==> config.mk <==
export PLATFORM = sky130hd
export DESIGN_NAME = fetch_ctrl_flat
export DESIGN_NICKNAME = d
export VERILOG_FILES = /design/src/rtl/fetch_ctrl_if.sv /design/src/rtl/fetch_ctrl.sv /design/src/flat_wrapper.sv
export SDC_FILE = /design/constraint.sdc
export NUM_CORES = 1
export LEC_CHECK = 0
export CAP_MARGIN = 20
export CORE_AREA = 8 8 130 132
export CTS_CLUSTER_DIAMETER = 30
export DETAILED_ROUTE_END_ITERATION = 10
export DIE_AREA = 0 0 138 140
export GPL_TIMING_DRIVEN = 0
export PLACE_DENSITY = 0.8
export SLEW_MARGIN = 20
export SYNTH_ARGS = -nofsm -noshare
export SYNTH_HDL_FRONTEND = slang
export SYNTH_SLANG_ARGS = --single-unit
==> constraint.sdc <==
create_clock -name clk -period 1.45 [get_ports clk]
set_input_delay 0.145 -clock clk [delete_from_list [all_inputs] [get_ports clk]]
set_output_delay 0.145 -clock clk [all_outputs]
set_load 0.03 [all_outputs]
==> src/rtl/fetch_ctrl_if.sv <==
// Instruction-memory port and decode hand-off bundle for fetch_ctrl.
// master = fetch controller, slave = memory / decode side.
interface fetch_ctrl_if;
  logic        imem_req;
  logic [31:0] imem_addr;
  logic        imem_gnt;
  logic        imem_rvalid;
  logic [31:0] imem_rdata;
  logic        inst_valid;
  logic [31:0] inst;
  logic [31:0] inst_pc;
  logic        inst_ready;

  modport master (
    output imem_req, imem_addr,
    input  imem_gnt, imem_rvalid, imem_rdata,
    output inst_valid, inst, inst_pc,
    input  inst_ready
  );

  modport slave (
    input  imem_req, imem_addr,
    output imem_gnt, imem_rvalid, imem_rdata,
    input  inst_valid, inst, inst_pc,
    output inst_ready
  );
endinterface

==> src/rtl/fetch_ctrl.sv <==
// RV32I fetch controller: sequences pc, issues one outstanding imem request, buffers for decode.
// FETCH_CTRL_MISALIGN_TRAP_EN enables the FAULT state for misaligned redirect targets.
module fetch_ctrl #(
  parameter logic [31:0] RESET_VECTOR = 32'h0000_0000
) (
  input  logic             clk,
  input  logic             reset,
  input  logic [31:0]      pc,
  output logic             pc_jump_enable,
  output logic [31:0]      pc_jump_addr,
  input  logic             redirect_valid,
  input  logic [31:0]      redirect_addr,
  input  logic             trap_valid,
  input  logic [31:0]      trap_addr,
  fetch_ctrl_if.master     bus,
  output logic             fetch_misalign,
  output logic [31:0]      fetch_bad_addr
);

`ifdef FETCH_CTRL_MISALIGN_TRAP_EN
  typedef enum logic [1:0] {
    ST_RST   = 2'd0,
    ST_REQ   = 2'd1,
    ST_WAIT  = 2'd2,
    ST_FAULT = 2'd3
  } state_e;
`else
  typedef enum logic [1:0] {
    ST_RST  = 2'd0,
    ST_REQ  = 2'd1,
    ST_WAIT = 2'd2
  } state_e;
`endif

  state_e      state_q, state_d;
  logic        discard_q, discard_d;
  logic [31:0] req_pc_q, req_pc_d;
  logic        inst_valid_q;
  logic [31:0] inst_q, inst_pc_q;
  logic        redir, buf_free, load, req;
  logic [31:0] tgt_raw, tgt;

  // Trap wins over execute redirect
  assign redir   = trap_valid | redirect_valid;
  assign tgt_raw = trap_valid ? trap_addr : redirect_addr;

`ifdef FETCH_CTRL_MISALIGN_TRAP_EN
  logic bad_tgt;
  assign tgt     = tgt_raw;
  assign bad_tgt = redir && (tgt_raw[1:0] != 2'b00);
`else
  logic unused_tgt_lo;
  assign tgt           = {tgt_raw[31:2], 2'b00};
  assign unused_tgt_lo = ^tgt_raw[1:0];
`endif

  // Buffer can take a new response if empty or drained this cycle
  assign buf_free       = !inst_valid_q || bus.inst_ready;
  assign bus.imem_req   = req;
  assign bus.imem_addr  = pc;
  assign bus.inst_valid = inst_valid_q;
  assign bus.inst       = inst_q;
  assign bus.inst_pc    = inst_pc_q;

  always_ff @(posedge clk) begin
    if (reset) begin
      state_q   <= ST_RST;
      discard_q <= 1'b0;
      req_pc_q  <= 32'h0;
    end else begin
      state_q   <= state_d;
      discard_q <= discard_d;
      req_pc_q  <= req_pc_d;
    end
  end

  // The pc module self-increments, so every non-advancing cycle re-loads pc
  always_comb begin
    state_d        = state_q;
    discard_d      = discard_q;
    req_pc_d       = req_pc_q;
    load           = 1'b0;
    req            = 1'b0;
    pc_jump_enable = 1'b1;
    pc_jump_addr   = pc;
    case (state_q)
      ST_RST: begin
        pc_jump_addr = RESET_VECTOR;
        state_d      = ST_REQ;
      end
      ST_REQ: begin
        req = buf_free;
        if (buf_free && bus.imem_gnt) begin
          pc_jump_enable = 1'b0;
          req_pc_d       = pc;
          discard_d      = redir;
          state_d        = ST_WAIT;
        end
      end
      ST_WAIT: begin
        if (bus.imem_rvalid) begin
          load      = !discard_q && !redir;
          discard_d = 1'b0;
          state_d   = ST_REQ;
        end else if (redir) begin
          discard_d = 1'b1;
        end
      end
`ifdef FETCH_CTRL_MISALIGN_TRAP_EN
      ST_FAULT: begin
        if (bus.imem_rvalid) discard_d = 1'b0;
        if (redir) state_d = ST_REQ;
      end
`endif
      default: state_d = ST_RST;
    endcase
    if (redir) begin
      pc_jump_enable = 1'b1;
      pc_jump_addr   = tgt;
    end
`ifdef FETCH_CTRL_MISALIGN_TRAP_EN
    if (bad_tgt) state_d = ST_FAULT;
`endif
  end

  always_ff @(posedge clk) begin
    if (reset) begin
      inst_valid_q <= 1'b0;
      inst_q       <= 32'h0;
      inst_pc_q    <= 32'h0;
    end else begin
      if (redir) begin
        inst_valid_q <= 1'b0;
      end else if (load) begin
        inst_valid_q <= 1'b1;
      end else if (bus.inst_ready) begin
        inst_valid_q <= 1'b0;
      end
      if (load) begin
        inst_q    <= bus.imem_rdata;
        inst_pc_q <= req_pc_q;
      end
    end
  end

`ifdef FETCH_CTRL_MISALIGN_TRAP_EN
  logic        misalign_q;
  logic [31:0] bad_addr_q;

  // Bad address stays visible until the next redirect replaces or clears it
  always_ff @(posedge clk) begin
    if (reset) begin
      misalign_q <= 1'b0;
      bad_addr_q <= 32'h0;
    end else begin
      misalign_q <= bad_tgt;
      if (redir) bad_addr_q <= bad_tgt ? tgt : 32'h0;
    end
  end

  assign fetch_misalign = misalign_q;
  assign fetch_bad_addr = bad_addr_q;
`else
  assign fetch_misalign = 1'b0;
  assign fetch_bad_addr = 32'h0;
`endif

endmodule
==> src/flat_wrapper.sv <==
// flat-port wrapper written by rule: the top's interface ports become plain ports
module fetch_ctrl_flat 
#(
  parameter logic [31:0] RESET_VECTOR = 32'h0000_0000
)
  (clk, reset, pc, pc_jump_enable, pc_jump_addr, redirect_valid, redirect_addr, trap_valid, trap_addr, fetch_misalign, fetch_bad_addr, bus_imem_req, bus_imem_addr, bus_imem_gnt, bus_imem_rvalid, bus_imem_rdata, bus_inst_valid, bus_inst, bus_inst_pc, bus_inst_ready);
  fetch_ctrl_if bus_i ();
  input  logic clk;
  input  logic reset;
  input  logic [31:0] pc;
  output logic pc_jump_enable;
  output logic [31:0] pc_jump_addr;
  input  logic redirect_valid;
  input  logic [31:0] redirect_addr;
  input  logic trap_valid;
  input  logic [31:0] trap_addr;
  output logic fetch_misalign;
  output logic [31:0] fetch_bad_addr;
  output wire logic [$bits(bus_i.imem_req)-1:0] bus_imem_req;
  output wire logic [$bits(bus_i.imem_addr)-1:0] bus_imem_addr;
  input wire logic [$bits(bus_i.imem_gnt)-1:0] bus_imem_gnt;
  input wire logic [$bits(bus_i.imem_rvalid)-1:0] bus_imem_rvalid;
  input wire logic [$bits(bus_i.imem_rdata)-1:0] bus_imem_rdata;
  output wire logic [$bits(bus_i.inst_valid)-1:0] bus_inst_valid;
  output wire logic [$bits(bus_i.inst)-1:0] bus_inst;
  output wire logic [$bits(bus_i.inst_pc)-1:0] bus_inst_pc;
  input wire logic [$bits(bus_i.inst_ready)-1:0] bus_inst_ready;
  assign bus_imem_req = bus_i.imem_req;
  assign bus_imem_addr = bus_i.imem_addr;
  assign bus_i.imem_gnt = bus_imem_gnt;
  assign bus_i.imem_rvalid = bus_imem_rvalid;
  assign bus_i.imem_rdata = bus_imem_rdata;
  assign bus_inst_valid = bus_i.inst_valid;
  assign bus_inst = bus_i.inst;
  assign bus_inst_pc = bus_i.inst_pc;
  assign bus_i.inst_ready = bus_inst_ready;
  fetch_ctrl #(.RESET_VECTOR(RESET_VECTOR)) u_core (.clk(clk), .reset(reset), .pc(pc), .pc_jump_enable(pc_jump_enable), .pc_jump_addr(pc_jump_addr), .redirect_valid(redirect_valid), .redirect_addr(redirect_addr), .trap_valid(trap_valid), .trap_addr(trap_addr), .bus(bus_i), .fetch_misalign(fetch_misalign), .fetch_bad_addr(fetch_bad_addr));
endmodule
==> run_results.csv <==
group,metric,value,unit
place,preCtsSetupSlack,-1.54,ns
sta,setup_tns,-21.92,ns
sta,holdWs,0.356,ns
cells_and_area,final_util,58.1,%
route,drt_pass1_iterations,4,
cts,cts_buffers,9,
worst_setup_path,cp-start-kind,"register",
outcome,violations,"setup timing",
floorplanning,core,14900,um^2
grt,grt_pass1_vias,5305,
route,drtIter0Drc,172,
cts,numClockSinks,100,
cts,clock_latency,0.34,ns
floorplanning,die-area,19300,um^2
sta,skew,0.00302,ns
place,gp_congestion,0.754,
worst_setup_path,worst_setup_path_end_kind,"register",
synthesis,postSynthAreaPerCell,8.59,um^2
route,drc,0,
cts,h-tree-depth,3,
sta,tightest_slew,0.637,ns
cts,cts_tree,"done",
cts,hold_buffers,0,
sta,setup_slack,-0.303,ns
route,drt-wirelength-per-cell,17.8,um
place,place_area,7930,um^2
cells_and_area,most-common-layout-cells,"nand2_1, clkdlybuf4s50_1, dlygate4sd2_1, dfxtp_1, mux2i_1",
grt,antenna_found_initial,0,
route,vias,5062,
synthesis,ys_ff_latch,100,
worst_hold_path,hold_path.class,"in -> reg",
floorplanning,die_h,140,um
cts,path_clk_slew,0.06,ns
place,place_hpwl,14.5,mm
power_and_ir_drop,ir_worst_vdd,0.000601,V
grt,grt_util_all_layers,19.3,%
sta,rsz0062_at_grt,"yes",
sta,period_minus_slack,1.75,ns
synthesis,yosysUniqueCellTypes,29,
synthesis,ys_warn_count,0,
worst_setup_path,crit_required,1.68,ns
worst_setup_path,worstPathArrival,1.99,ns
floorplanning,row_count,45,
flow_run,cap_violations,0,
cts,cts-root-buf,"clkbuf_16",
floorplanning,io_pins,299,
grt,grt_max_degree,15,
cells_and_area,finalInstanceArea,8640,um^2
worst_setup_path,critical_path_class,"reg -> reg",
place,portBuffers,260,
worst_setup_path,crit_path_max_fanout,6,
grt,grt-ovfl-total,0,
floorplanning,initial_core_util,33.4,%
cells_and_area,layout.nets,1043,
sta,slew-limit-headroom,57.5,%
route,drt-total-wl,19.6,mm
power_and_ir_drop,powerDensity,780,nW/um^2
cts,cts_buffer_depth,2,
sta,slew_violations,0,
cells_and_area,drive_above_1_share,20.6,%
sta,setup_viol,99,
outcome,outcome,"complete, but fails checks",
sta,hold_viol_final,0,
sta,fmax,570,MHz
cells_and_area,final_common_cell,"nand2_1",
sta,period_share,121,%
route,ant_nets,0,
grt,grt_pass1_wl,29.8,mm
synthesis,yosysSeqAreaShare,40.3,%
synthesis,netlist_instances,578,
synthesis,syn-cell-area,4960,um^2
cells_and_area,syn_to_final_growth,74.0,%
route,viasPerCell,4.60,
floorplanning,die_w,138,um
power_and_ir_drop,power_leakage,4.18,nW
[cell families (layout without fill, tap and decap cells)]
kind of cell,count (synthesis),count (layout),share of synthesized area (%)
DFF,100,100,40.3
other,1,34,0.0755
muxes,96,96,19.4
and+or+nand+nor,233,233,18.8
AOI/OAI and AO/OA,39,39,7.43
buffers and inverters,109,411,14.0
[worst max-delay path, stage by stage, from the launching register on]
cell	delay [ns]
dfxtp_4	0.36
buf_6	0.12
buf_6	0.11
nand3b_4	0.17
or4_4	0.44
buf_12	0.17
clkbuf_16	0.16
mux2i_1	0.11
[stage by stage]
stage,std cells,total power [mW]
2_1_floorplan,610,3.80
3_3_place_gp,1058,4.56
3_5_place_dp,1058,4.58
4_1_cts,1097,6.76
5_1_grt,1100,7.01
6_report,1101,6.74
[path summary, 6_finish.rpt]
kind	startpoint	endpoint	slack (ns)	depth (start not counted)
worst max-delay path	u_core.state_q[0]$_SDFFE_PP0P_	u_core.bus.inst_pc[15]$_SDFFE_PP0P_	-0.30	7
worst min-delay path	bus_imem_rdata[25]	u_core.bus.inst[25]$_SDFFE_PP0P_	0.36	3
worst max register to register	u_core.state_q[0]$_SDFFE_PP0P_	u_core.bus.inst_pc[15]$_SDFFE_PP0P_	-0.30	7
worst min register to register	u_core.bus.inst[24]$_SDFFE_PP0P_	u_core.bus.inst[24]$_SDFFE_PP0P_	0.46	2
[Yosys cell counts]
cell type	instances	area share [%]
a21oi_1	2	0.20
o21ba_2	1	0.20
buf_6	4	0.91
mux2i_1	96	19
a221o_1	30	6.0
or3_1	1	0.13
and3_1	1	0.13
nor2_1	31	2.3
nor3_1	1	0.10
inv_2	1	0.076
dfxtp_1	100	40
a311oi_1	1	0.18
or4_1	1	0.15
buf_2	10	1.0
a31o_2	1	0.18
inv_1	1	0.076
o21a_1	2	0.30
clkbuf_1	23	1.7
buf_1	5	0.38
buf_4	65	9.8
conb_1	1	0.076
and4_1	1	0.18
nand2_1	191	14
nand2b_1	2	0.25
nor4_4	1	0.43
and2_1	2	0.25
nand3b_4	1	0.40
o311ai_0	1	0.18
a211oi_1	1	0.15
[timing repair]
| item | CTS | global route |
|---|---|---|
| gates cloned | 6 | 1 |
| setup endpoints to repair | 223 | 128 |
| resized for setup | 382 | 34 |
| pin swaps | 5 | 8 |
| endpoints found under the hold margin | 0 | 0 |
| setup buffers | 18 | 5 |
[metal layers]
layer	up-vias	track usage [%]	part of all wire, %
met5	-	0	0
met4	0	6.86	1.6
met3	17	5.27	6.3
met2	167	34.4	51
met1	2385	21.4	41
li1	2493	-	-
[flip-flops by register name, indices dropped and copies added (netlist names)]
register	cells
u_core.bus.inst_valid	1
u_core.discard_q	1
u_core.req_pc_q	32
u_core.state_q	2
u_core.bus.inst	32
u_core.bus.inst_pc	32
[cell type report]
type,instances,area (um^2)
clock inverters,3,15.0
plain buffers,107,887
flip-flops and latches,100,2010
repair buffers,287,2800
clock buffers,12,236
well taps,188,235
inverters,2,10.0
diodes,1,2.50
multi-input cells,401,2440
fillers,1370,6230
[power by group]
group,switching [mW],internal [mW],leakage [nW]
Clock,0.998,1.15,0.126
Sequential,0.0231,2.80,0.811
Combinational,0.909,0.855,3.24
Note: power is estimated with default switching activity, not from simulation.
